--- config.mk ---
export PLATFORM = sky130hd
export DESIGN_NAME = voice_allocator
export DESIGN_NICKNAME = d
export VERILOG_FILES = /design/src/rtl/synth_pkg.sv /design/src/rtl/voice_lru.sv /design/src/rtl/voice_allocator.sv
export SDC_FILE = /design/constraint.sdc
export NUM_CORES = 1
export LEC_CHECK = 0
export ABC_AREA = 1
export BUFFER_PORTS_ARGS = -buffer_cell sky130_fd_sc_hd__buf_2
export CAP_MARGIN = 20
export CORE_MARGIN = 2
export CORE_UTILIZATION = 35
export DETAILED_ROUTE_END_ITERATION = 16
export HOLD_SLACK_MARGIN = 0.1
export PLACE_DENSITY_LB_ADDON = 0.15
export SYNTH_ARGS = -nofsm -noshare
export SYNTH_HDL_FRONTEND = slang
export SYNTH_SLANG_ARGS = --single-unit
export TNS_END_PERCENT = 30
--- constraint.sdc ---
create_clock -name clk -period 3 [get_ports clk]
set_input_delay 0.6 -clock clk [delete_from_list [all_inputs] [get_ports clk]]
set_output_delay 0.6 -clock clk [all_outputs]
set_load 0.1 [all_outputs]
--- src/rtl/synth_pkg.sv ---
// Shared synthesiser definitions: voice count, note width, allocator state
// encoding and the LRU rank type. Also used by the sound/mixer blocks.
package synth_pkg;

    localparam int NUM_VOICES  = 4;
    localparam int NOTE_W      = 7;
    localparam int VOICE_IDX_W = 2;

    typedef enum logic [1:0] {
        IDLE   = 2'd0,
        SCAN   = 2'd1,
        COMMIT = 2'd2
    } alloc_state_e;

    // 0 = most recently triggered, NUM_VOICES-1 = oldest
    typedef logic [1:0] rank_t;
    typedef logic [VOICE_IDX_W-1:0] voice_idx_t;

    // Index of the lowest set bit; 0 when the vector is empty.
    function automatic voice_idx_t lowest_set(input logic [NUM_VOICES-1:0] vec);
        voice_idx_t idx;
        idx = '0;
        for (int i = NUM_VOICES - 1; i >= 0; i--) begin
            if (vec[i]) idx = voice_idx_t'(i);
        end
        return idx;
    endfunction

endpackage

--- src/rtl/voice_lru.sv ---
// Least-recently-triggered tracker for the four voices.
// Ports:
//   clk, rst_n    clock, async active-low reset
//   touch_i       strobe: the voice at touch_idx_i was just triggered
//   touch_idx_i   voice index being triggered
//   oldest_o      index of the voice holding the oldest rank
//   rank_o        per-voice rank, element 0 = voice 1
module voice_lru
    import synth_pkg::*;
(
    input  logic                        clk,
    input  logic                        rst_n,
    input  logic                        touch_i,
    input  voice_idx_t                  touch_idx_i,
    output voice_idx_t                  oldest_o,
    output rank_t [NUM_VOICES-1:0]      rank_o
);

    rank_t [NUM_VOICES-1:0] rank_q;
    rank_t [NUM_VOICES-1:0] rank_d;

    // Touched voice goes to rank 0; only voices that were newer than it age
    // by one, so the ranks remain a permutation of 0..NUM_VOICES-1.
    always_comb begin
        rank_d = rank_q;
        if (touch_i) begin
            for (int i = 0; i < NUM_VOICES; i++) begin
                if (i == int'(touch_idx_i)) begin
                    rank_d[i] = '0;
                end else if (rank_q[i] < rank_q[touch_idx_i]) begin
                    rank_d[i] = rank_q[i] + rank_t'(1);
                end
            end
        end
    end

    always_comb begin
        oldest_o = '0;
        for (int i = 0; i < NUM_VOICES; i++) begin
            if (rank_q[i] == rank_t'(NUM_VOICES - 1)) oldest_o = voice_idx_t'(i);
        end
    end

    always_ff @(posedge clk or negedge rst_n) begin
        if (!rst_n) begin
            for (int i = 0; i < NUM_VOICES; i++) rank_q[i] <= rank_t'(i);
        end else begin
            rank_q <= rank_d;
        end
    end

    assign rank_o = rank_q;

endmodule

--- src/rtl/voice_allocator.sv ---
// Polyphonic voice scheduler: maps note-on/off events onto four sine_nco voices.
// Note-ons reuse a voice already sounding the same note, else take the lowest
// free voice, else steal the oldest voice (or drop the event when stealing is
// disabled). Note-offs release every gated voice holding that note.
//
// state  | meaning
// IDLE   | ready; an event is captured on valid
// SCAN   | register match vector, first free voice and oldest voice
// COMMIT | update notes/gates/ranks, pulse steal_o or drop_o
//
// Ports:
//   clk, rst_n          clock, async active-low reset
//   ev_valid_i/ready_o  event handshake (ready only in IDLE)
//   ev_on_i, ev_note_i, ev_vel_i  event fields (vel 0 note-on = note-off)
//   all_off_i           release every voice, abort any in-flight event
//   note1_o..note4_o    note per voice
//   gate_o              per-voice gate, bit0 = voice 1
//   steal_o, drop_o     one-cycle event outcome pulses
module voice_allocator #(
    parameter int NOTE_W   = synth_pkg::NOTE_W,
    parameter bit STEAL_EN = 1'b1
) (
    input  logic              clk,
    input  logic              rst_n,
    input  logic              ev_valid_i,
    output logic              ev_ready_o,
    input  logic              ev_on_i,
    input  logic [NOTE_W-1:0] ev_note_i,
    input  logic [6:0]        ev_vel_i,
    input  logic              all_off_i,
    output logic [NOTE_W-1:0] note1_o,
    output logic [NOTE_W-1:0] note2_o,
    output logic [NOTE_W-1:0] note3_o,
    output logic [NOTE_W-1:0] note4_o,
    output logic [3:0]        gate_o,
    output logic              steal_o,
    output logic              drop_o
);
    import synth_pkg::*;

    alloc_state_e state_q, state_d;

    logic              ev_on_q, ev_on_d;
    logic [NOTE_W-1:0] ev_note_q, ev_note_d;

    logic [NUM_VOICES-1:0][NOTE_W-1:0] note_q, note_d;
    logic [NUM_VOICES-1:0]             gate_q, gate_d;

    logic [NUM_VOICES-1:0] match_q, match_d;
    logic                  free_any_q, free_any_d;
    voice_idx_t            free_idx_q, free_idx_d;
    voice_idx_t            oldest_q, oldest_d;

    logic steal_q, steal_d;
    logic drop_q, drop_d;

    logic                   touch;
    voice_idx_t             touch_idx;
    voice_idx_t             lru_oldest;
    rank_t [NUM_VOICES-1:0] lru_rank;
    logic [NUM_VOICES-1:0]  scan_match;
    logic                   steal_ok;

    voice_lru u_lru (
        .clk        (clk),
        .rst_n      (rst_n),
        .touch_i    (touch),
        .touch_idx_i(touch_idx),
        .oldest_o   (lru_oldest),
        .rank_o     (lru_rank)
    );

    always_comb begin
        for (int i = 0; i < NUM_VOICES; i++) begin
            scan_match[i] = gate_q[i] && (note_q[i] == ev_note_q);
        end
    end

    // Ranks cannot move between SCAN and COMMIT, so the captured oldest
    // pointer must still hold the top rank; guards a steal against a
    // corrupted pointer.
    assign steal_ok = (lru_rank[oldest_q] == rank_t'(NUM_VOICES - 1));

    always_comb begin
        state_d    = state_q;
        ev_on_d    = ev_on_q;
        ev_note_d  = ev_note_q;
        note_d     = note_q;
        gate_d     = gate_q;
        match_d    = match_q;
        free_any_d = free_any_q;
        free_idx_d = free_idx_q;
        oldest_d   = oldest_q;
        steal_d    = 1'b0;
        drop_d     = 1'b0;
        touch      = 1'b0;
        touch_idx  = '0;

        case (state_q)
            IDLE: begin
                if (ev_valid_i) begin
                    state_d   = SCAN;
                    ev_on_d   = ev_on_i && (ev_vel_i != 7'd0);
                    ev_note_d = ev_note_i;
                end
            end
            SCAN: begin
                match_d    = scan_match;
                free_any_d = ~&gate_q;
                free_idx_d = lowest_set(~gate_q);
                oldest_d   = lru_oldest;
                state_d    = COMMIT;
            end
            COMMIT: begin
                state_d = IDLE;
                if (ev_on_q) begin
                    if (|match_q) begin
                        touch     = 1'b1;
                        touch_idx = lowest_set(match_q);
                    end else if (free_any_q) begin
                        touch     = 1'b1;
                        touch_idx = free_idx_q;
                    end else if (STEAL_EN && steal_ok) begin
                        touch     = 1'b1;
                        touch_idx = oldest_q;
                        steal_d   = 1'b1;
                    end else begin
                        drop_d = 1'b1;
                    end
                    if (touch) begin
                        gate_d[touch_idx] = 1'b1;
                        note_d[touch_idx] = ev_note_q;
                    end
                end else begin
                    gate_d = gate_q & ~match_q;
                end
            end
            default: state_d = IDLE;
        endcase

        // all-off overrides everything, including a capture in IDLE
        if (all_off_i) begin
            state_d = IDLE;
            gate_d  = '0;
            note_d  = note_q;
            steal_d = 1'b0;
            drop_d  = 1'b0;
            touch   = 1'b0;
        end
    end

    always_ff @(posedge clk or negedge rst_n) begin
        if (!rst_n) begin
            state_q    <= IDLE;
            ev_on_q    <= 1'b0;
            ev_note_q  <= '0;
            note_q     <= '0;
            gate_q     <= '0;
            match_q    <= '0;
            free_any_q <= 1'b0;
            free_idx_q <= '0;
            oldest_q   <= '0;
            steal_q    <= 1'b0;
            drop_q     <= 1'b0;
        end else begin
            state_q    <= state_d;
            ev_on_q    <= ev_on_d;
            ev_note_q  <= ev_note_d;
            note_q     <= note_d;
            gate_q     <= gate_d;
            match_q    <= match_d;
            free_any_q <= free_any_d;
            free_idx_q <= free_idx_d;
            oldest_q   <= oldest_d;
            steal_q    <= steal_d;
            drop_q     <= drop_d;
        end
    end

    assign ev_ready_o = (state_q == IDLE);
    assign note1_o    = note_q[0];
    assign note2_o    = note_q[1];
    assign note3_o    = note_q[2];
    assign note4_o    = note_q[3];
    assign gate_o     = gate_q;
    assign steal_o    = steal_q;
    assign drop_o     = drop_q;

endmodule

==> results.md <==
* Status: complete, no violations
* Total CTS buffers at 9
* Routed vias at approximately 2800
* Drt initial violations at 74
* Synth Flop Type: dfrtp_1
* Pin count of the biggest net entering global routing at 25
* WP data arrival at between 2000 and 2500 ps
* Drt via density at 4.82
* Pre-antenna DRT Iters at 4
* EDFF count, synth at 0
* CTS Buffer Depth at 2
* Period utilisation layout at roughly 70%
* Fill count at slightly below 1000
* CP required at roughly 3300 ps
* Post-Route WL at between 8000 and 9000 um
* CP Capture Type: register
* Register area share after synthesis at a little under half
* Worst R2R Path Depth at 17
* Post-DP HPWL at between 6000 and 7000 um
* Ys async rst share at between 90% and 100%
* Initial Util at ~36%
* Final ANT Viol Nets at 0
* First-pass GRT wire length at ~14000 um
* Initial antenna violation count at 0
* CTS H-tree lvls at 3
* Synth Instances at slightly above 400
* Core area at just over 9000 um2
* Layout area overhead at 16.6%
* Die Span X at approximately 100 um
* Setup_tns at 0 ps
* Startpoint types: register
* Hold Crit Class: in2async
* Setup Crit Path Kind: reg2reg
* Final setup fails at 0
* Grt total ovfl at 0
* Hold_ws at between 150 and 200 ps
* Pleak at roughly 1.9 nW
* Largest cells by area after synthesis: dfrtp_1 (43%), nand2_1 (11%), o21ai_0 (6.0%)
* Die area at a little over 10000 um2
* Post-synth top area cell: dfrtp_1
* Library cells used by synthesis at 35
* Worst Tran Pin Value at between 600 and 700 ps
* TritonCTS clock tree: built
* Setup Buffers After CTS at 0
* Num rows at 35
* Design area at around 3900 um2
* Max-cap violations at 0
* Routed wire per std cell at roughly 14 um
* Relative slew margins at about 55%
* Synthesized Nets at about 430
* Clk_lat worst skew at about 360 ps
* Overall power at around 2.8 mW
* Die Ht at 101 um
* Synthesized flop and latch total at 61
* GR Layer Usage met1 at a little under a quarter
* Ant diodes at 0
* Gr usage total at between 10% and 20%
* RePlAce Congestion at 0.840
* M3 GR Usage at roughly 6%
* Clock Tree Root: clkbuf_8
* Placed standard-cell area at 3690 um2
* Met2 Use GR at 29.6%
* RSZ-0062 raised after global routing: no
* Fmax at between 0.4 and 0.5 GHz
* Multi-input logic area at approximately 1600 um2
* Peak supply drop at a little under 800 uV
* Crit Path Max Fanout at 7
* Fin crit period at between 2000 and 2500 ps
* I/O Pins at 54
* Gr busiest metal: met2
* Clock sinks at 61
* Yosys warns at 0
* Final Hold Viols at 0
* Cell Pwr Density at 727 nW/um2
* Number of global-route vias before repair at 2797
* CTS clk-pin slew, worst paths at around 70 ps
* Reg2reg setup slack at 910 ps
* Port-buffer cells at 53
* Sequential Area at roughly 1500 um2
* Critical R2R Capture: u_lru.rank_o[4]$_DFFE_PN0P_
* Synthesized cell area at about 3300 um2
* Share of cells above drive strength 1 at about a quarter
* Post-cts sizing count at 0
* Count leader, synth: nand2_1
* Nets at about 480
* RR Startpoint: u_lru.rank_o[6]$_DFFE_PN1P_
* Worst clock skew at 9.00 ps
* Post-synth top cells: nand2_1 (101), dfrtp_1 (57), inv_1 (42), o21ai_0 (40), nor2_1 (28)
* Max-slew violations at 0
* Syn avg cell area at 8.21 um2
* Synth top area share at a little over two fifths
* Post-cts hold buffer count at 0
* Drc violations at 0
-- sequential cells by signal (all words and copies together) (netlist names) --
| register | cells |
|---|---|
| drop_o | 1 |
| ev_note_q | 7 |
| ev_on_q | 1 |
| free_any_q | 1 |
| free_idx_q | 2 |
| gate_o | 4 |
| match_q | 4 |
| note1_o | 7 |
| note2_o | 7 |
| note3_o | 7 |
| note4_o | 7 |
| oldest_q | 2 |
| state_q | 2 |
| steal_o | 1 |
| u_lru.rank_o | 8 |
-- metal layers --
layer  vias to the layer above  wire length, um
met1                      1315             3790
met3                         9              349
met5                         -                0
met2                        49             3960
li1                       1411                -
met4                         0              133
-- placed cells by master, fill, tap and decap left out, types with 5 or more instances in the layout --
cell,instances
nand2_2,13
dfrtp_1,57
clkbuf_8,9
nor2_1,28
inv_1,42
xnor2_1,18
nand4_1,6
nand2_1,101
o21a_1,7
xor2_1,5
nand3_1,20
a21oi_1,11
o21ai_0,40
buf_2,53
-- metrics by stage --
stage | cells | util (%) | setup slack, ps
global route | 577 | 42.0 | 606
CTS | 577 | 42.0 | 901
global placement | 561 | 40.1 | 914
floorplan | 403 | - | 504
finish | 577 | 42.0 | 909
detailed placement | 561 | 40.1 | 919
-- power by group --
group	switching (mW)	internal [mW]
clock	0.346	0.297
sequential	0.128	0.929
combinational	0.865	0.239
-- worst max path at each step --
stage	end	start	slack, ps	depth (start not counted)
floorplan	ev_on_q$_DFFE_PN0P_	state_q[0]$_DFFE_PN0P_	500	5
global placement	u_lru.rank_o[3]$_DFFE_PN0P_	u_lru.rank_o[6]$_DFFE_PN1P_	910	17
detailed placement	u_lru.rank_o[3]$_DFFE_PN0P_	u_lru.rank_o[6]$_DFFE_PN1P_	920	17
CTS	u_lru.rank_o[4]$_DFFE_PN0P_	u_lru.rank_o[6]$_DFFE_PN1P_	900	17
global route	note2_o[6]$_DFFE_PN0P_	u_lru.rank_o[6]$_DFFE_PN1P_	610	10
finish	u_lru.rank_o[4]$_DFFE_PN0P_	u_lru.rank_o[6]$_DFFE_PN1P_	910	17
-- cell type report --
class,count,area share [%]
clock inverters,6,1.04
flip-flops and latches,61,39.7
multi-input cells,287,40.4
clock buffers,10,3.31
inverters,46,4.47
well taps,111,3.60
repair buffers,56,7.46
-- logic make-up (layout without fill, tap and decap cells) --
group           count (synthesis)  in the layout  synth area share (%)
simple gates                  192            192                  27.8
buf+inv                        55            118                  6.58
compound gates                 69             69                  12.1
flops                          61             61                  46.3
fa+ha+maj                       3              3                  1.13
xor+xnor                       23             23                  6.09
-- worst max-delay path: stages (launching register included) --
cell	delay [ps]
dfstp_2	590
nand3_1	90
nand2_1	90
nand2_1	60
nand2_2	80
nand3_2	90
nand2_2	110
nand2_4	100
nand2_4	90
nand2_4	80
nand2_4	90
nand3_2	120
nand2_1	80
nand2_1	60
nand2_2	90
nand2_2	50
nand2_1	60
nand2_1	50
Power figures use the tool's default switching activity.
